$ cat src/rtl/ifetch_stage.sv
// Instruction-fetch stage of the 5-stage RV32I pipeline.
// Owns PCF and the IF/ID register. It drives a variable-latency instruction
// memory port and holds ImemAddr stable while an access is outstanding.
// A small three-state controller handles the cases where the fetched word
// cannot be used directly:
//   RUN  - normal fetch. A word arriving with no stall goes straight to IF/ID.
//   KILL - a redirect arrived while an access was still in flight. The
//          access must complete on its original address, and its word is
//          then discarded.
//   HOLD - a word arrived while decode was stalled. It is parked in a
//          one-entry buffer, and no new request is issued until decode
//          accepts it.

module ifetch_stage #(
  parameter logic [31:0] RESET_PC  = 32'h0000_0000,
  parameter logic [31:0] NOP_INSTR = 32'h0000_0013
) (
  input  logic        clk,
  input  logic        reset,
  input  logic        StallD,
  input  logic        FlushD,
  input  logic        PCSrcE,
  input  logic [31:0] PCTargetE,
  output logic        ImemReq,
  output logic [31:0] ImemAddr,
  input  logic [31:0] ImemRdata,
  input  logic        ImemReady,
  output logic [31:0] InstrD,
  output logic [31:0] PCD,
  output logic [31:0] PCPlus4D,
  output logic        ValidD
);

  typedef enum logic [1:0] {
    RUN  = 2'd0,
    KILL = 2'd1,
    HOLD = 2'd2
  } state_t;

  // Where the IF/ID register takes its contents from when it is neither
  // flushed nor stalled.
  typedef enum logic [1:0] {
    SRC_BUBBLE = 2'd0,
    SRC_MEM    = 2'd1,
    SRC_BUF    = 2'd2
  } ifid_src_t;

  state_t      state;
  state_t      state_next;
  logic [31:0] pcf;
  logic [31:0] pcf_next;
  logic [31:0] pcf_plus4;
  logic [31:0] saved_target;
  logic [31:0] saved_target_next;
  logic [31:0] buf_instr;
  logic [31:0] buf_pc;
  logic        buf_we;
  ifid_src_t   ifid_src;
  logic [31:0] target;

  // Redirect targets are always word-aligned. The low two bits are masked
  // here rather than sliced off, so every input bit stays in use.
  assign target    = PCTargetE & ~32'h0000_0003;
  assign pcf_plus4 = pcf + 32'd4;

  // PCF only changes when an access completes or when no access is in
  // flight. PCF therefore already serves as the held address in KILL.
  assign ImemAddr  = pcf;

  // Reset forces the request low. The state register already reads RUN
  // during reset, so the state alone would otherwise assert a request.
  assign ImemReq   = reset && (state != HOLD);

  // Next-state, next-PC and IF/ID source selection for the fetch controller.
  always_comb begin
    // NOTE: every signal gets a default before the case, so no path can
    // leave one unassigned and infer a latch.
    state_next        = state;
    pcf_next          = pcf;
    saved_target_next = saved_target;
    buf_we            = 1'b0;
    ifid_src          = SRC_BUBBLE;

    case (state)
      RUN: begin
        if (PCSrcE) begin
          if (ImemReady) begin
            // The access is done but fetched the wrong path. Drop the word.
            pcf_next = target;
          end else begin
            // The access is still in flight. Its address must stay stable
            // until it completes, so the target is parked until then.
            saved_target_next = target;
            state_next        = KILL;
          end
        end else if (ImemReady) begin
          pcf_next = pcf_plus4;
          if (StallD) begin
            buf_we     = 1'b1;
            state_next = HOLD;
          end else begin
            ifid_src = SRC_MEM;
          end
        end
      end

      KILL: begin
        // The latest redirect wins, including one that arrives on the same
        // cycle as the wrong-path response.
        if (PCSrcE) begin
          saved_target_next = target;
        end
        if (ImemReady) begin
          pcf_next   = PCSrcE ? target : saved_target;
          state_next = RUN;
        end
      end

      HOLD: begin
        if (PCSrcE) begin
          // The buffered word is on the wrong path. PCF already moved past
          // it, so the redirect target replaces PCF outright.
          pcf_next   = target;
          state_next = RUN;
        end else if (!StallD) begin
          ifid_src   = SRC_BUF;
          state_next = RUN;
        end
      end

      default: begin
        state_next = RUN;
      end
    endcase
  end

  // Fetch controller state, PC and saved redirect target.
  always_ff @(posedge clk or negedge reset) begin
    // NOTE: sequential state uses non-blocking assignments, so every
    // register samples its pre-edge inputs regardless of statement order.
    if (!reset) begin
      state        <= RUN;
      pcf          <= RESET_PC;
      saved_target <= 32'h0000_0000;
    end else begin
      state        <= state_next;
      pcf          <= pcf_next;
      saved_target <= saved_target_next;
    end
  end

  // One-entry skid buffer. It captures the word that completed while
  // decode was stalled.
  always_ff @(posedge clk or negedge reset) begin
    if (!reset) begin
      buf_instr <= 32'h0000_0000;
      buf_pc    <= 32'h0000_0000;
    end else if (buf_we) begin
      buf_instr <= ImemRdata;
      buf_pc    <= pcf;
    end
  end

  // IF/ID register. A flush beats a stall, and a stall beats the
  // controller's choice. A bubble keeps PCD/PCPlus4D unchanged.
  always_ff @(posedge clk or negedge reset) begin
    if (!reset) begin
      InstrD   <= NOP_INSTR;
      PCD      <= 32'h0000_0000;
      PCPlus4D <= 32'h0000_0000;
      ValidD   <= 1'b0;
    end else if (FlushD) begin
      InstrD <= NOP_INSTR;
      ValidD <= 1'b0;
    end else if (!StallD) begin
      case (ifid_src)
        SRC_MEM: begin
          InstrD   <= ImemRdata;
          PCD      <= pcf;
          PCPlus4D <= pcf_plus4;
          ValidD   <= 1'b1;
        end
        SRC_BUF: begin
          InstrD   <= buf_instr;
          PCD      <= buf_pc;
          PCPlus4D <= buf_pc + 32'd4;
          ValidD   <= 1'b1;
        end
        default: begin
          InstrD <= NOP_INSTR;
          ValidD <= 1'b0;
        end
      endcase
    end
  end

endmodule
$ cat config.mk
export PLATFORM = sky130hd
export DESIGN_NAME = ifetch_stage
export DESIGN_NICKNAME = d
export VERILOG_FILES = /design/src/rtl/ifetch_stage.sv
export SDC_FILE = /design/constraint.sdc
export NUM_CORES = 1
export LEC_CHECK = 0
export CAP_MARGIN = 0
export CORE_MARGIN = 2
export CORE_UTILIZATION = 31
export DETAILED_ROUTE_END_ITERATION = 12
export PLACE_DENSITY = 0.52
export SYNTH_ARGS = -nofsm -noshare
export SYNTH_HDL_FRONTEND = slang
export SYNTH_SLANG_ARGS = --single-unit
$ cat constraint.sdc
create_clock -name clk -period 3.29 [get_ports clk]
set_clock_uncertainty 0.1 [all_clocks]
set_input_delay 0.4935 -clock clk [delete_from_list [all_inputs] [get_ports clk]]
set_output_delay 0.4935 -clock clk [all_outputs]
set_load 0.1 [all_outputs]
==> results.md <==
- result of the run: finished, final reports clean
- gpl congestion: 0.911
- site row count: 70
- max-cap check violation count: 0
- Ports: 200
- type of the worst setup path: flop to flop
- final antenna diode count: 0
- EDFF count, synth: 0
- class of the tightest hold or removal check: input port to async pin
- final setup fails: 0
- Die Wd: 197 µm
- Yosys cell types: 55
- IR Drop Worst-Case VDD: 0.000608 V
- final wirelength: 36700 µm
- cell area after synthesis: 11600 µm²
- setup TNS: 0 ns
- die outline height: 197 µm
- wire length of the first global-routing pass: 56400 µm
- latest clock arrival within the worst-skew pair: 0.55 ns
- worst slew pin tran: 1.07 ns
- count of H-tree levels built during CTS: 1
- cell taking the most area after synthesis: sky130_fd_sc_hd__dfrtp_1
- number of nets produced by synthesis: 1243
- startpoint of the worst-slack reg-to-reg timing path: state[1]$_DFFE_PN0P_
- CTS Root Buffer Type: sky130_fd_sc_hd__clkbuf_16
- ordered list of cells on the worst path: inv_1 -> ha_1 -> nor2b_1 -> nand2_1 -> nor2_1 -> ha_1 -> nor3_1 -> buf_4 -> nand2_1 -> a21oi_1 -> a221o_1
- Slowest cell on crit path: sky130_fd_sc_hd__dfrtp_1
- Final Instance Count excl. Fillers: 1824
- pin count of the biggest net entering global routing: 124
- maximum clock frequency: 338 MHz
- sum of net half-perimeters after detailed placement: 25800 µm
- Synth-to-Final Area Change: 27.7%
- overall global routing resource usage: 18.6%
- startpoint of the worst setup timing path: state[1]$_DFFE_PN0P_
- routed vias/inst: 5.22
- prevailing post-synth register cell: sky130_fd_sc_hd__dfrtp_1
- CP required: 3.68 ns
- Pins Over Slew Limit: 0
- maximum buffer depth of the clock tree: 3
- min cycle time layout: 2.96 ns
- number of sinks handled by clock tree synthesis: 225
- number of remaining DRC errors: 0
- max_slew headroom: 28.5%
- Final Hold Vio Count: 0
- most common cell in the netlist: sky130_fd_sc_hd__dfrtp_1
- fraction of layout instances using a drive strength above 1: 21.5%
- Routed WL per cell: 20.1 µm
- net count reported at finish: 1412
- post-CTS setup-driven buffer insertion count: 0
- number of global-route vias before repair: 9249
- proportion of synthesized chip area in sequential cells: 48.6%
- post-route clock period utilization: 90.0%
- Yosys Warn Count: 0
- Static Leak: 6.34 nW
- Power Dens Cells: 1130 nW/µm²
- total congestion overflow: 0
- Setup crit start kind: flop
- effective utilization at floorplan: 31.6%
- clock-pin slew on the worst setup and hold paths: 0.06 ns
- biggest fanout along the worst timing path: 12
- final cell utilization of the core: 40.4%
- async set-reset flop share out of synthesis: 100%
- fill cell instance count of the final layout: 3610
- setup repair after global routing missed its margin: false
- final cell area excluding filler cells: 14800 µm²
- maximum single-stage delay on the critical path: 0.42 ns
- number of vias after detailed routing: 9517
- top cells by instance count after synthesis: 222 x sky130_fd_sc_hd__dfrtp_1, 148 x sky130_fd_sc_hd__nand2_1, 132 x sky130_fd_sc_hd__o21ai_0, 76 x sky130_fd_sc_hd__mux2_2, 74 x sky130_fd_sc_hd__clkbuf_1
- Placeable Area: 36700 µm²
- Syn Area/Cell: 9.96 µm²
- post-placement cell count: 1769
- number of antenna violations at the first check in global routing: 0
- first-iteration detailed-routing DRC count: 560
- data arrival time of the critical path: 3.35 ns
- portion of synthesized cell area occupied by the leading cell type: 47.9%
- number of cells produced by synthesis: 1164
- Die Footprint: 39000 µm²
- CTS tree: done
- element type at the critical path end: flop
- worst hold slack after final layout: 0.254 ns
- placed standard-cell area: 13900 µm²
- port bufs: 197
- main area contributors after synthesis: sky130_fd_sc_hd__dfrtp_1 48%, sky130_fd_sc_hd__mux2_2 7.4%, sky130_fd_sc_hd__o21ai_0 5.7%
- drt pass-1 iters: 5
- number of buffers added by the clock tree synthesis step: 29
- Synth Register Bits: 225
- count of nets left with antenna violations after detail routing: 0
[cells by family (layout without fill, tap and decap cells)]
group,Yosys count,in the layout,synth area share (%)
DFF,225,225,48.6
AOI/OAI and AO/OA,337,337,18.8
adders and majority gates,9,9,0.971
muxes,126,126,11.7
and+or+nand+nor,292,292,12.2
xor gates and xnor gates,42,42,3.17
buffers and inverters,133,325,4.56
[registers in the layout, indices dropped and copies added, names as in the netlist]
| signal | flops |
|---|---|
| ImemAddr | 32 |
| buf_pc | 32 |
| buf_instr | 32 |
| PCPlus4D | 30 |
| saved_target | 32 |
| state | 2 |
| PCD | 32 |
| InstrD | 32 |
| ValidD | 1 |
[cells in the final DEF, fill, tap and decap left out, types with 24 or more instances in the layout]
cell and instances:
sky130_fd_sc_hd__a21oi_1 39, sky130_fd_sc_hd__mux2i_1 50, sky130_fd_sc_hd__mux2_2 76, sky130_fd_sc_hd__buf_4 151
sky130_fd_sc_hd__inv_1 34, sky130_fd_sc_hd__nor2_1 29, sky130_fd_sc_hd__clkdlybuf4s50_1 76, sky130_fd_sc_hd__nand3_1 24
sky130_fd_sc_hd__xnor2_1 29, sky130_fd_sc_hd__o21ai_0 132, sky130_fd_sc_hd__a22oi_1 44, sky130_fd_sc_hd__nand2_1 148
sky130_fd_sc_hd__clkbuf_16 29, sky130_fd_sc_hd__dfrtp_1 222
[worst paths after layout]
check,to,slack [ns],depth (start not counted)
max in group asynchronous,buf_instr[26]$_DFFE_PN0P_,1.89,3
worst min register to register,InstrD[0]$_DFFE_PN1P_,0.36,2
worst min-delay path,buf_instr[30]$_DFFE_PN0P_,0.25,2
worst max register to register,PCPlus4D[26]$_DFFE_PN0P_,0.33,11
min in group clk,InstrD[0]$_DFFE_PN1P_,0.36,2
worst max-delay path,PCPlus4D[26]$_DFFE_PN0P_,0.33,11
[report_power, final]
group / total (mW) / switching, mW / internal, mW
sequential: 5.11 / 1.26 / 3.85
combinational: 8.57 / 6.12 / 2.45
clock: 3.11 / 1.20 / 1.91
[stage by stage]
stage                     setup slack, ns  power [mW]
after global placement              0.359        13.6
after global routing               0.0874        17.7
after floorplan                    0.0814        11.3
final                               0.330        16.8
after CTS                           0.374        16.9
after detailed placement            0.298        13.8
[metal layers]
metal	routed length [µm]	track usage (%)	vias to the layer above
li1	-	-	4558
met1	17500	27.1	4615
met2	16000	28.0	295
met3	2310	3.93	49
met4	804	4.43	0
met5	0	0	-
[area by class of cell]
cell class	count	area (µm²)	area share, %
clock buffers	47	813	5.49
clock inverters	7	114	0.769
inverters	34	128	0.862
multi-input cells	806	5470	36.9
flip-flops and latches	225	5630	38.0
well taps	468	586	3.95
repair buffers	237	2060	13.9
[repair_timing]
| item | CTS | global route |
|---|---|---|
| resized for setup | 0 | 0 |
| endpoints found under the hold margin | 2 | 0 |
| hold buffers | 1 | 0 |
[critical path: cells and delay by family, from the launching register on]
family	cells	cell delay, ns
adders and majority gates	2	0.58
and+or+nand+nor	5	1.06
DFF	1	0.42
buffers and inverters	2	0.32
AOI/OAI and AO/OA	2	0.42
Note: power is estimated with default switching activity, not from simulation.
